==> src/rtl/cipher_pkg.sv <==
// Shared constants and types for the iterated SPN block cipher.
package cipher_pkg;

  // 4-bit substitution box and its inverse, applied nibble-wise across the block.
  localparam logic [3:0] SBOX [16] = '{
    4'hC, 4'h5, 4'h6, 4'hB, 4'h9, 4'h0, 4'hA, 4'hD,
    4'h3, 4'hE, 4'hF, 4'h8, 4'h4, 4'h7, 4'h1, 4'h2
  };

  localparam logic [3:0] SBOX_INV [16] = '{
    4'h5, 4'hE, 4'hF, 4'h8, 4'hC, 4'h1, 4'h2, 4'hD,
    4'hB, 4'h4, 4'h6, 4'h3, 4'h0, 4'h7, 4'h9, 4'hA
  };

  // Direction encodings; the forward key step reuses ENC.
  localparam logic MODE_ENC = 1'b1;
  localparam logic MODE_DEC = 1'b0;

  typedef enum logic [1:0] {
    ST_IDLE   = 2'd0,
    ST_EXPAND = 2'd1,
    ST_ROUND  = 2'd2,
    ST_DONE   = 2'd3
  } state_e;

endpackage

==> src/rtl/cipher_round.sv <==
// One combinational cipher round plus the matching key-schedule step.
// Encrypt: x' = rotl(S(x ^ rk), 1),    rk' = rotl(rk, 3) ^ rc
// Decrypt: x' = Sinv(rotr(x, 1)) ^ rk, rk' = rotr(rk ^ rc, 3)
module cipher_round
  import cipher_pkg::*;
#(
  parameter int WIDTH = 8
) (
  input  logic [WIDTH-1:0] x_i,
  input  logic [WIDTH-1:0] rk_i,
  input  logic [3:0]       rc_i,
  input  logic             dir_i,
  output logic [WIDTH-1:0] x_o,
  output logic [WIDTH-1:0] rk_o
);

  logic [WIDTH-1:0] mix;
  logic [WIDTH-1:0] sub_fwd;
  logic [WIDTH-1:0] x_rotr;
  logic [WIDTH-1:0] sub_inv;
  logic [WIDTH-1:0] rc_ext;
  logic [WIDTH-1:0] rk_mix;

  assign mix    = x_i ^ rk_i;
  assign x_rotr = {x_i[0], x_i[WIDTH-1:1]};
  assign rc_ext = WIDTH'(rc_i);
  assign rk_mix = rk_i ^ rc_ext;

  for (genvar g = 0; g < WIDTH / 4; g++) begin : g_nib
    assign sub_fwd[4*g +: 4] = SBOX[mix[4*g +: 4]];
    assign sub_inv[4*g +: 4] = SBOX_INV[x_rotr[4*g +: 4]];
  end

  // Select forward or inverse round and key step.
  always_comb begin
    x_o  = '0;
    rk_o = '0;
    if (dir_i == MODE_ENC) begin
      x_o  = {sub_fwd[WIDTH-2:0], sub_fwd[WIDTH-1]};
      rk_o = {rk_i[WIDTH-4:0], rk_i[WIDTH-1:WIDTH-3]} ^ rc_ext;
    end else begin
      x_o  = sub_inv ^ rk_i;
      rk_o = {rk_mix[2:0], rk_mix[WIDTH-1:3]};
    end
  end

endmodule

==> src/rtl/iter_block_cipher.sv <==
// Iterated SPN block cipher: one round per clock, valid/ready in and out.
//
// state  | meaning
// IDLE   | in_ready high, waiting for a request
// EXPAND | decrypt only: stepping the key forward to rk(ROUNDS-1)
// ROUND  | applying one cipher round per cycle
// DONE   | out_valid high, holding the result until accepted
module iter_block_cipher
  import cipher_pkg::*;
#(
  parameter int WIDTH  = 8,
  parameter int ROUNDS = 4
) (
  input  logic             clk,
  input  logic             rst,
  input  logic             in_valid,
  output logic             in_ready,
  input  logic             mode,
  input  logic [WIDTH-1:0] key,
  input  logic [WIDTH-1:0] data_in,
  output logic             out_valid,
  input  logic             out_ready,
  output logic [WIDTH-1:0] data_out,
  output logic             busy
);

  localparam logic [3:0] LAST_CNT = 4'(ROUNDS - 1);
  // Last EXPAND count; only meaningful when ROUNDS > 1.
  localparam logic [3:0] EXP_LAST = 4'((ROUNDS > 1) ? ROUNDS - 2 : 0);

  state_e           state_q, state_d;
  logic [WIDTH-1:0] data_q, data_d;
  logic [WIDTH-1:0] key_q, key_d;
  logic             mode_q, mode_d;
  logic [3:0]       cnt_q, cnt_d;

  logic             dir;
  logic [3:0]       rc;
  logic [WIDTH-1:0] x_nxt;
  logic [WIDTH-1:0] rk_nxt;

  // EXPAND always steps the key forward; ROUND follows the captured mode.
  // A forward step into rk(i+1) uses constant i+1, a backward step out of rk(i) uses i.
  always_comb begin
    dir = MODE_ENC;
    rc  = cnt_q + 4'd1;
    if (state_q == ST_ROUND) begin
      dir = mode_q;
      if (mode_q == MODE_DEC) rc = cnt_q;
    end
  end

  cipher_round #(
    .WIDTH(WIDTH)
  ) u_round (
    .x_i  (data_q),
    .rk_i (key_q),
    .rc_i (rc),
    .dir_i(dir),
    .x_o  (x_nxt),
    .rk_o (rk_nxt)
  );

  // State and datapath registers.
  always_ff @(posedge clk or posedge rst) begin
    if (rst) begin
      state_q <= ST_IDLE;
      data_q  <= '0;
      key_q   <= '0;
      mode_q  <= 1'b0;
      cnt_q   <= 4'd0;
    end else begin
      state_q <= state_d;
      data_q  <= data_d;
      key_q   <= key_d;
      mode_q  <= mode_d;
      cnt_q   <= cnt_d;
    end
  end

  // Next-state, counter sequencing and handshake outputs.
  always_comb begin
    state_d   = state_q;
    data_d    = data_q;
    key_d     = key_q;
    mode_d    = mode_q;
    cnt_d     = cnt_q;
    in_ready  = 1'b0;
    out_valid = 1'b0;
    busy      = 1'b0;
    case (state_q)
      ST_IDLE: begin
        in_ready = 1'b1;
        if (in_valid) begin
          data_d = data_in;
          key_d  = key;
          mode_d = mode;
          cnt_d  = 4'd0;
          if (mode == MODE_DEC && ROUNDS > 1) state_d = ST_EXPAND;
          else                                state_d = ST_ROUND;
        end
      end
      ST_EXPAND: begin
        busy  = 1'b1;
        key_d = rk_nxt;
        if (cnt_q == EXP_LAST) begin
          cnt_d   = LAST_CNT;
          state_d = ST_ROUND;
        end else begin
          cnt_d = cnt_q + 4'd1;
        end
      end
      ST_ROUND: begin
        busy   = 1'b1;
        data_d = x_nxt;
        key_d  = rk_nxt;
        if (mode_q == MODE_ENC) begin
          if (cnt_q == LAST_CNT) state_d = ST_DONE;
          else                   cnt_d   = cnt_q + 4'd1;
        end else begin
          if (cnt_q == 4'd0) state_d = ST_DONE;
          else               cnt_d   = cnt_q - 4'd1;
        end
      end
      ST_DONE: begin
        busy      = 1'b1;
        out_valid = 1'b1;
        if (out_ready) state_d = ST_IDLE;
      end
      default: state_d = ST_IDLE;
    endcase
  end

  assign data_out = data_q;

endmodule
==> config.mk <==
export PLATFORM = sky130hd
export DESIGN_NAME = iter_block_cipher
export DESIGN_NICKNAME = d
export VERILOG_FILES = /design/src/rtl/cipher_pkg.sv /design/src/rtl/cipher_round.sv /design/src/rtl/iter_block_cipher.sv
export SDC_FILE = /design/constraint.sdc
export NUM_CORES = 1
export LEC_CHECK = 0
export BUFFER_PORTS_ARGS = -buffer_cell sky130_fd_sc_hd__buf_4
export CAP_MARGIN = 20
export CORE_ASPECT_RATIO = 1.1
export CORE_MARGIN = 5
export CORE_UTILIZATION = 40
export DETAILED_ROUTE_END_ITERATION = 7
export MAX_ROUTING_LAYER = met4
export SKIP_CTS_REPAIR_TIMING = 1
export SYNTH_ARGS = -nofsm -noshare
export SYNTH_HDL_FRONTEND = slang
export SYNTH_SLANG_ARGS = --single-unit
export TNS_END_PERCENT = 100
==> constraint.sdc <==
create_clock -name clk -period 6.8 [get_ports clk]
set_clock_uncertainty 0.1 [all_clocks]
set_input_delay 1.36 -clock clk [delete_from_list [all_inputs] [get_ports clk]]
set_output_delay 1.36 -clock clk [all_outputs]
set_load 0.02 [all_outputs]
Word-level counts from Yosys, hierarchy flattened
Memory sizes are Yosys's and may differ from the RTL's.
Index checks and enable logic that the tools add are counted.
Operators by class
  add/sub/neg operators: 2
  magnitude comparators: 4
  equality and inequality tests: 12
  muxes and demuxes: 34
  bitwise operators: 8
  reduce and logical (&&, ||, !) cells: 12
Operators with widths (number)
  2-to-1 mux 4 bit: 15
  2-to-1 mux 8 bit: 4
  one-hot mux 8 bit (2 select lines): 2
  greater-or-equal comparator 5 bit (second input constant): 4
  NOT 4 -> 5 bit: 4
  bitwise XOR 8 x 4 -> 8 bit: 2
  bitwise XOR 8 bit: 2
  2-to-1 mux 2 bit: 7
  one-hot mux 4 bit (3 select lines): 1
  == test 4 x 2 -> 1 bit (second input constant): 2
  one-hot mux 2 bit (4 select lines): 1
  != test 2 bit (second input constant): 3
  != test 3 x 2 -> 1 bit (second input constant): 2
  != test 3 bit (second input constant): 2
  AND reduction 2 bit: 3
  AND reduction 5 bit: 1
  adder 4 x 1 -> 4 bit (second input constant): 1
  == test 2 bit (second input constant): 2
  zero test 4 bit: 1
  2-to-1 mux 1 bit: 4
  AND reduction 4 bit: 1
  nonzero test 2 bit: 2
  subtractor 4 x 1 -> 4 bit (second input constant): 1
  nonzero test 3 bit: 1
  other kinds (4): 4
Storage, ports and cells
  flip-flop bits (word level): 23
  memory bits (read-only): 256
  bits of input ports: 21
  output and inout port bits: 11
  logic and storage cells: 81
  memories kept: 4
Memories
  (no name shown): words 16, bits a word 4, read ports 1, clocked after Yosys merged registers in 0, write ports 0, line cipher_round.sv:30  | assign sub_fwd[4*g +: 4] = SBOX[mix[4*g +: 4]];
  (no name shown): words 16, bits a word 4, read ports 1, clocked after Yosys merged registers in 0, write ports 0, line cipher_round.sv:31  | assign sub_inv[4*g +: 4] = SBOX_INV[x_rotr[4*g +: 4]];
  (no name shown): words 16, bits a word 4, read ports 1, clocked after Yosys merged registers in 0, write ports 0, line cipher_round.sv:30
  (no name shown): words 16, bits a word 4, read ports 1, clocked after Yosys merged registers in 0, write ports 0, line cipher_round.sv:31

Longest topological paths before layout
Gate-level depths: netlist (run 1).
  depth after elaboration: 7
  gate-level depth with buffers: 9

By module
From an unflattened synthesis (run 1), not the netlist that was laid out.
Second synthesis, totals
  cells, all modules: 298
  area, all modules: 2695.1 um^2
By module, submodules not included
  iter_block_cipher: times used 1, cells each 167, area an instance 1561.5 um^2, seq. area each 575.6 um^2
  cipher_round: times used 1, cells each 131, area an instance 1133.6 um^2, seq. area each 0.0 um^2

Least setup slack after synthesis (run 1)
Ideal clock, no wire load.
  path type: reg2reg
  start: register data_q[0] (netlist: data_out[0])
  end: register data_q[3] (netlist: data_out[3])
  setup time: 137 ps
  arrival time: 2152 ps
  required time: 6563 ps
  slack: 4411 ps
  cell stages (with the launch flop): 8
  buffers on the path: 1
  clock period less this slack: 2389 ps
  cell sequence: dfrtp_1 > buf_4 > xnor2_1 > inv_1 > ha_1 > mux4_1 > a222oi_1 > a21oi_1
On the way
  cells in the longest elaborated chain, start to end: 7
Ends and longest elaborated chain
  start: declaration: line iter_block_cipher.sv:32  | logic [WIDTH-1:0] data_q, data_d;
  start signal: assignment: line iter_block_cipher.sv:74  | data_q <= data_d;
  bitwise XOR 8 bit: line cipher_round.sv:24  | assign mix = x_i ^ rk_i;
  NOT 4 -> 5 bit (not written as such): line cipher_round.sv:30
  memory read (16 x 4 bit)
  2-to-1 mux 4 bit (not written as such) (2 in series): line cipher_round.sv:30
  2-to-1 mux 8 bit: line cipher_round.sv:38  | if (dir_i == MODE_ENC) begin
  one-hot mux 8 bit (2 select lines): line iter_block_cipher.sv:91  | case (state_q)
No other way between the ends. The select of a mux whose other input is x is not followed.
A chain may end at the register's enable or synchronous reset.

Worst setup path in the final report (run 1)
  start: register state_q[0]
  end: output in_ready
On the way
  cells in the longest elaborated chain, start to end: 2
Ends and longest elaborated chain
  start: declaration: line iter_block_cipher.sv:31  | state_e state_q, state_d;
  start signal: assignment: line iter_block_cipher.sv:73  | state_q <= state_d;
  zero test 2 bit: line iter_block_cipher.sv:91
  2-to-1 mux 1 bit: line iter_block_cipher.sv:91
  end: declaration: line iter_block_cipher.sv:17  | output logic in_ready,
No other way between the ends.

==> results.tsv, run 1 <==
metric	value	unit
antenna_cells	0	
synth-simple-area-share	11.0	%
drv_cap	0	
synth-adder-area-share	16.1	%
grt_usage	16.1	%
multi_input_area	1770	um^2
clock_path_buffers	2	
overflow	0	
die_h	94.0	um
yosys_warnings	0	
tritoncts	built	
dpl.hpwl	4620	um
ios	32	
cts_root_buf	clkbuf_8	
nNetsFinal	359	
syn_nets	342	
wirelength	6040	um
synth_top_family_by_area	compound AO/OA/AOI/OAI gates	
fmax	0.371	GHz
min_path_type	reg -> reg	
cts.sinks	23	
status	finished clean	
firstDrtPassIters	5	
crit_path_end_kind	output pin	
path_class	reg -> out	
antenna_found_initial	0	
layout-drive-gt1-share	17.4	%
seq_area	576	um^2
cp_max_fo	5	
fill_cells	633	
synth_xor_area_share	10.4	%
period_share	39.6	%
dr_total_vias	2066	
dpl.cell_count	379	
core_area	6190	um^2
grt_pass1_wl	10200	um
fin_crit	2.69	ns
numCtsBuffers	3	
synth_edf_count	0	
worstSkewPairLatency	0.27	ns
ys_ff_latch	23	
grt_max_degree	24	
ys_types	51	
htreeDepth	1	
die_w	86.3	um
reg2reg_depth	8	
hold_viol	0	
postSynthAreaPerCell	8.90	um^2
postRouteAntennaNets	0	
die_area	8110	um^2
synth_compound_area_share	17.3	%
r2r_slack	4.16	ns
crit_arrival	1.23	ns
worstMarginPinSlew	0.862	ns
ys_seq_area_share	22.4	%
relSlewSlack	42.4	%
drt_iter0_markers	125	
grt_pass1_vias	2037	
fp-row-count	30	
clk_pin_slew	0.08	ns
setup_viol_count_final	0	
synth_area	2560	um^2
finalMaxSlewViolations	0	
finalSetupTns	0	ns
worstSetupStartpointType	flip-flop	
synthArstFlopShare	100	%
synthFlopType	dfrtp_1	
layout.cells.non_filler	384	
area_growth	11.6	%
worstPathRequired	5.34	ns
start_util	41.4	%
muxShareOfSynthArea	14.1	%
synth_cells	288	
routabilityCongestion	0.838	
wl_per_cell	15.7	um
whs_path_depth	2	
drc	0	
fin_util	46.2	%
io_buffers	31	
grt_setup_unrepaired	no	
vias_per_cell	5.38	
stage by stage:
stage	hold slack [ns]	cell area (um^2)	worst slack, ns
2_1_floorplan	0.446	2560	4.41
3_3_place_gp	0.498	2780	3.93
3_5_place_dp	0.502	2790	4.12
4_1_cts	0.517	2830	4.09
5_1_grt	0.570	2860	3.84
6_report	0.505	2860	4.11
final timing paths:
path / startpoint / end
worst max-delay path: state_q[0] / in_ready
worst min-delay path: state_q[1] / state_q[1]
worst max register to register: state_q[0] / key_q[4]
worst min register to register: state_q[1] / state_q[1]
max in group asynchronous: rst / state_q[0]
min in group asynchronous: rst / data_out[3]
synth_stat cells, types with 2 or more instances:
cell | count | area share (%)
buf_4 | 3 | 0.88
xnor2_1 | 18 | 6.1
dfrtp_1 | 23 | 22
nand3_1 | 4 | 0.78
a21o_1 | 4 | 1.2
a222oi_1 | 4 | 1.6
nand2_1 | 27 | 4.0
mux4_2 | 5 | 4.4
clkbuf_2 | 2 | 0.39
buf_2 | 7 | 1.4
inv_1 | 28 | 4.1
nand3b_1 | 2 | 0.59
xnor2_2 | 2 | 1.3
clkbuf_1 | 6 | 0.88
nor3_1 | 3 | 0.59
o22ai_1 | 3 | 0.73
mux2_2 | 3 | 1.3
o21ai_1 | 2 | 0.39
mux4_1 | 2 | 2.0
xor2_2 | 2 | 1.3
o211ai_1 | 4 | 1.2
mux2i_1 | 15 | 5.9
ha_1 | 33 | 16
xor2_1 | 5 | 1.7
nand2b_1 | 2 | 0.49
a22oi_1 | 3 | 0.88
buf_6 | 2 | 0.88
a21oi_1 | 14 | 2.7
nor2b_1 | 2 | 0.49
nor2_1 | 18 | 2.6
o21ai_0 | 17 | 3.3
a31oi_1 | 4 | 0.98
cells by family (layout without fill, tap and decap cells):
family / after synthesis / after routing
AO/OA/AOI/OAI: 67 / 67
AND/OR/NAND/NOR: 63 / 63
buffers and inverters: 49 / 65
adder cells (fa/ha/maj): 33 / 33
XOR/XNOR: 27 / 27
multiplexers: 26 / 26
flip-flops: 23 / 23
critical path: stages (launching register included):
cell and delay, ns:
dfrtp_1 0.41, inv_1 0.12, ha_1 0.26, buf_4 0.18
sequential cells by signal (all words and copies together), names as in the netlist:
name / flops
cnt_q: 4
data_out: 8
key_q: 8
state_q: 2
mode_q: 1
layer usage:
layer  GRT usage, %  vias to the layer above  part of all wire, %
met1           22.0                      981                   47
met5              -                        -                    0
met3           1.49                        8                  4.1
met2           25.8                       50                   47
met4           3.64                        0                  1.4
li1               -                     1027                    -
cell usage in the layout (no fill, tap or decap), types with 2 or more instances in the layout:
| cell | n |
|---|---|
| mux2_2 | 3 |
| nand3b_1 | 2 |
| nand2_1 | 27 |
| clkbuf_8 | 3 |
| xnor2_1 | 18 |
| o22ai_1 | 3 |
| mux4_1 | 2 |
| o211ai_1 | 4 |
| ha_1 | 33 |
| a21oi_1 | 14 |
| o21ai_1 | 2 |
| xnor2_2 | 2 |
| a31oi_1 | 4 |
| nor2_1 | 18 |
| o21ai_0 | 17 |
| a21o_1 | 4 |
| xor2_1 | 5 |
| xor2_2 | 2 |
| mux4_2 | 5 |
| nor3_1 | 3 |
| buf_4 | 32 |
| a22oi_1 | 3 |
| inv_1 | 28 |
| nand3_1 | 4 |
| a222oi_1 | 4 |
| dfrtp_1 | 23 |
| nor2b_1 | 2 |
| nand2b_1 | 2 |
| mux2i_1 | 15 |
area by class of cell:
cell class / count / share of cell area, %
multi-input combinational: 216 / 61.7
sequential: 23 / 20.1
timing repair buffer: 33 / 9.36
inverter: 28 / 3.67
tap: 80 / 3.50
clock buffer: 3 / 1.44
clock inverter: 1 / 0.175
Power of run 1 is left out: the tool's default activity adds up to more than one toggle a clock period on the data nets, which glitch-free logic cannot reach.
==> inputs of run 2 (changes only) <==
- ABC_AREA: default -> 1
- clock period: 6.8 -> 2.44 ns (I/O delays scaled with it)
==> run 2 against run 1 <==
  * Utilization increased by 1.4 points
  * Synthesized cell count increased by 46%
  * Sequential cell count unchanged
  * First-iteration DRC count increased by 18%
==> results.tsv, run 2 <==
metric	value	unit
overflow	0	
drt_iter0_markers	147	
layout_commonest_cell	nand2_1	
grt_usage	19.2	%
ys_seq_area_share	22.0	%
area_growth	14.2	%
synthFlopType	dfrtp_1	
postRouteAntennaNets	0	
cp_cell_sequence	inv_1 > ha_1 > nand2_2 > inv_2 > nand2_1 > o21ai_0 > nand2_1 > o211ai_1 > o21ai_0	
ys_types	28	
crit_family	buffers and inverters	
wirelength	7440	um
finalMaxSlewViolations	0	
synth_area_leader_cell	dfrtp_1	
synth.most_common_cell	nand2_1	
ios	32	
htreeDepth	1	
yosys_warnings	0	
period_share	85.3	%
path_buf_inv	2	
final_cell_mix	nand2_1 (138), inv_1 (53), nand3_1 (48), buf_4 (36), ha_1 (33)	
synth_top_area_share	22.0	%
firstDrtPassIters	4	
nNetsFinal	507	
netlist_top_cells_count	nand2_1 (138), inv_1 (53), nand3_1 (48), ha_1 (33), a21oi_1 (30)	
clk_pin_slew	0.09	ns
crit_arrival	2.13	ns
slowest_stage	dfrtp_1	
status	finished clean	
finalSetupTns	0	ns
antenna_cells	0	
clock_path_buffers	2	
cpPeakStageDelay	0.41	ns
grt_pass1_vias	2530	
grt_pass1_wl	12400	um
die_w	87.0	um
cp_max_fo	16	
synthArstFlopShare	100	%
crit_path_end_kind	flip-flop	
relSlewSlack	67.1	%
worstSkewPairLatency	0.27	ns
drv_cap	0	
setup_viol_count_final	0	
min_path_type	in -> async	
fp-row-count	30	
cts.sinks	23	
postSynthAreaPerCell	6.22	um^2
syn_nets	474	
wl_per_cell	14.0	um
antenna_found_initial	0	
die_area	8250	um^2
io_buffers	31	
worstPathRequired	2.49	ns
grt_setup_unrepaired	no	
synth_area	2610	um^2
core_area	6270	um^2
worstMarginPinSlew	0.488	ns
tritoncts	built	
grt_max_degree	24	
numCtsBuffers	3	
worstSetupStartpointType	flip-flop	
cts_root_buf	clkbuf_8	
drc	0	
die_h	94.7	um
start_util	41.7	%
layout-drive-gt1-share	10.4	%
fmax	0.481	GHz
synth_edf_count	0	
r2r_start	state_q[0]	
ys_ff_latch	23	
vias_per_cell	5.09	
r2r_end	key_q[4]	
dpl.hpwl	5790	um
synth_cells	420	
fin_crit	2.08	ns
hold_viol	0	
fill_cells	667	
routabilityCongestion	0.896	
r2r_slack	0.36	ns
reg2reg_depth	9	
ys_top_cells_by_area	dfrtp_1 (22%), nand2_1 (20%), ha_1 (16%), nand3_1 (9.2%), inv_1 (7.6%)	
dr_total_vias	2710	
path_class	reg -> reg	
## run 2: worst max path at each step
stage,slack (ns),depth (start not counted),end,from
after global routing,0.17,9,key_q[4],state_q[0]
after CTS,0.37,9,key_q[4],state_q[0]
final,0.36,9,key_q[4],state_q[0]
after detailed placement,0.39,9,key_q[4],state_q[0]
after floorplan,0.57,11,data_out[5],data_out[5]
after global placement,0.39,9,key_q[4],state_q[0]
## run 2: layer usage
metal | vias to the layer above | track usage [%] | wire, um
met5 | - | - | 0
met2 | 84 | 30.4 | 3520
met3 | 12 | 2.01 | 361
met4 | 0 | 5.06 | 121
met1 | 1210 | 26.1 | 3440
li1 | 1404 | - | -
## run 2: cells by family after synthesis
group,synth area share (%)
buffers and inverters,10.2
AOI/OAI and AO/OA,13.9
DFF,22.0
and+or+nand+nor,35.3
adders and majority gates,15.8
xor gates and xnor gates,2.68
## run 2: final cells by class
cell class | count | area, um^2 | share of cell area [%]
Multi-Input combinational cell | 330 | 1770 | 59.3
Timing Repair Buffer | 36 | 270 | 9.06
Tap cell | 80 | 100 | 3.36
Sequential cell | 23 | 576 | 19.3
Inverter | 59 | 221 | 7.43
Clock buffer | 4 | 45.0 | 1.51
## run 2: worst min-delay path, delay by kind of cell
| family | cells | cell delay, ns |
|---|---|---|
| buf+inv | 3 | 0.46 |
## run 2: through the flow
step                std cells  hold slack [ns]  util [%]  worst slack [ns]  area, um^2
floorplan                 420            0.390         -             0.569        2610
global placement          528            0.469      46.8             0.389        2940
detailed placement        528            0.475      46.8             0.391        2940
CTS                       532            0.175      47.6             0.374        2980
global route              532            0.192      47.6             0.169        2980
finish                    532            0.161      47.6             0.359        2980
Power of run 2 is left out for the same reason.
==> inputs of run 3 (changes only) <==
- GPL_TIMING_DRIVEN: default -> 0
- HOLD_SLACK_MARGIN: default -> 0.08
==> run 3 against run 2 <==
  * Count of clock-buffer cells in the layout unchanged
  * Global-route usage shrank 0.35 points
  * Setup slack got worse by 0.056 ns
  * Critical path type unchanged
  * Sequential cell count unchanged
  * Largest cell class unchanged
==> results.tsv, run 3 (synthesis gave the netlist of run 2 again) <==
metric	value	unit
cts.sinks	23	
crit_arrival	2.22	ns
setup_ws	0.303	ns
crit_family	simple AND/OR/NAND/NOR gates	
start_util	41.7	%
crit_path_end_kind	flip-flop	
reg2reg_depth	12	
grt_pass1_wl	12100	um
dp_slack	0.327	ns
die_w	87.0	um
firstDrtPassIters	5	
cp_max_fo	7	
hold_viol	0	
path_buf_inv	4	
grt_setup_unrepaired	no	
drt_iter0_markers	191	
grt_pass1_vias	2600	
crit_top_cell	nand2_1	
fmax	0.468	GHz
slowest_stage	dfrtp_1	
relSlewSlack	63.3	%
worstSetupStartpointType	flip-flop	
overflow	0	
die_h	94.7	um
die_area	8250	um^2
setup_viol_count_final	0	
status	finished clean	
fp-row-count	30	
wl_per_cell	13.5	um
clock_path_buffers	2	
grt_usage	18.9	%
numCtsBuffers	3	
clk_pin_slew	0.09	ns
finalSetupTns	0	ns
dr_total_vias	2800	
drv_cap	0	
tritoncts	built	
antenna_found_initial	0	
finalMaxSlewViolations	0	
layout-drive-gt1-share	11.2	%
antenna_cells	0	
path_class	reg -> reg	
worstSkewPairLatency	0.27	ns
cts_root_buf	clkbuf_8	
area_growth	15.5	%
io_buffers	31	
worstPathRequired	2.52	ns
cp_cell_sequence	clkbuf_2 > xnor2_1 > inv_1 > ha_1 > inv_1 > nand2_1 > nand2_1 > nand2_1 > nand3_1 > nand3_1 > nand2_1 > inv_1	
vias_per_cell	5.22	
final_cell_mix	nand2_1 (138), inv_1 (53), nand3_1 (48), buf_4 (33), ha_1 (33)	
drc	0	
nNetsFinal	511	
worstMarginPinSlew	0.550	ns
ios	32	
min_path_type	in -> async	
crit_cells	12	
fin_crit	2.14	ns
wirelength	7220	um
routabilityCongestion	0.908	
dpl.hpwl	5540	um
layout_commonest_cell	nand2_1	
htreeDepth	1	
grt_max_degree	24	
postRouteAntennaNets	0	
cpPeakStageDelay	0.37	ns
period_share	87.6	%
core_area	6270	um^2
run 3: cell type report:
type,instances,area (um^2)
fillers,655,3250
multi-input cells,330,1770
flip-flops and latches,23,576
repair buffers,32,260
inverters,59,221
well taps,80,100
clock buffers,4,45.0
plain buffers,8,45.0
run 3: metal layers:
| metal | wire (um) | global-route usage (%) | share of wire, % | up-vias |
|---|---|---|---|---|
| met3 | 347 | 1.66 | 4.8 | 14 |
| li1 | - | - | - | 1417 |
| met1 | 3340 | 25.0 | 46 | 1286 |
| met2 | 3360 | 30.3 | 47 | 83 |
| met5 | 0 | - | 0 | - |
| met4 | 171 | 6.23 | 2.4 | 0 |
run 3: through the flow:
step	utilization (%)	hold WS, ns	cell area [um^2]	cells
floorplan	-	0.390	2610	420
global placement	47.0	0.436	2940	531
detailed placement	47.0	0.430	2940	531
CTS	47.7	0.382	2990	535
global route	48.1	0.187	3020	536
finish	48.1	0.154	3020	536
run 3: worst paths after layout:
| check | slack, ns | to | from |
|---|---|---|---|
| setup / recovery | 0.30 | data_out[5] | key_q[5] |
| hold / removal | 0.15 | state_q[1] | rst |
| setup reg to reg | 0.30 | data_out[5] | key_q[5] |
| hold reg to reg | 0.45 | mode_q | mode_q |
| max in group asynchronous | 1.62 | key_q[0] | rst |
| min in group clk | 0.38 | key_q[4] | key[4] |
run 3: worst register-to-register path: stages, from the launching register on:
cell,delay [ns]
dfrtp_1,0.37
clkbuf_2,0.18
xnor2_1,0.35
inv_1,0.17
ha_1,0.32
inv_1,0.07
nand2_1,0.07
nand2_1,0.07
nand2_1,0.05
nand3_1,0.12
nand3_1,0.08
nand2_1,0.06
inv_1,0.03
Power of run 3 is left out for the same reason.
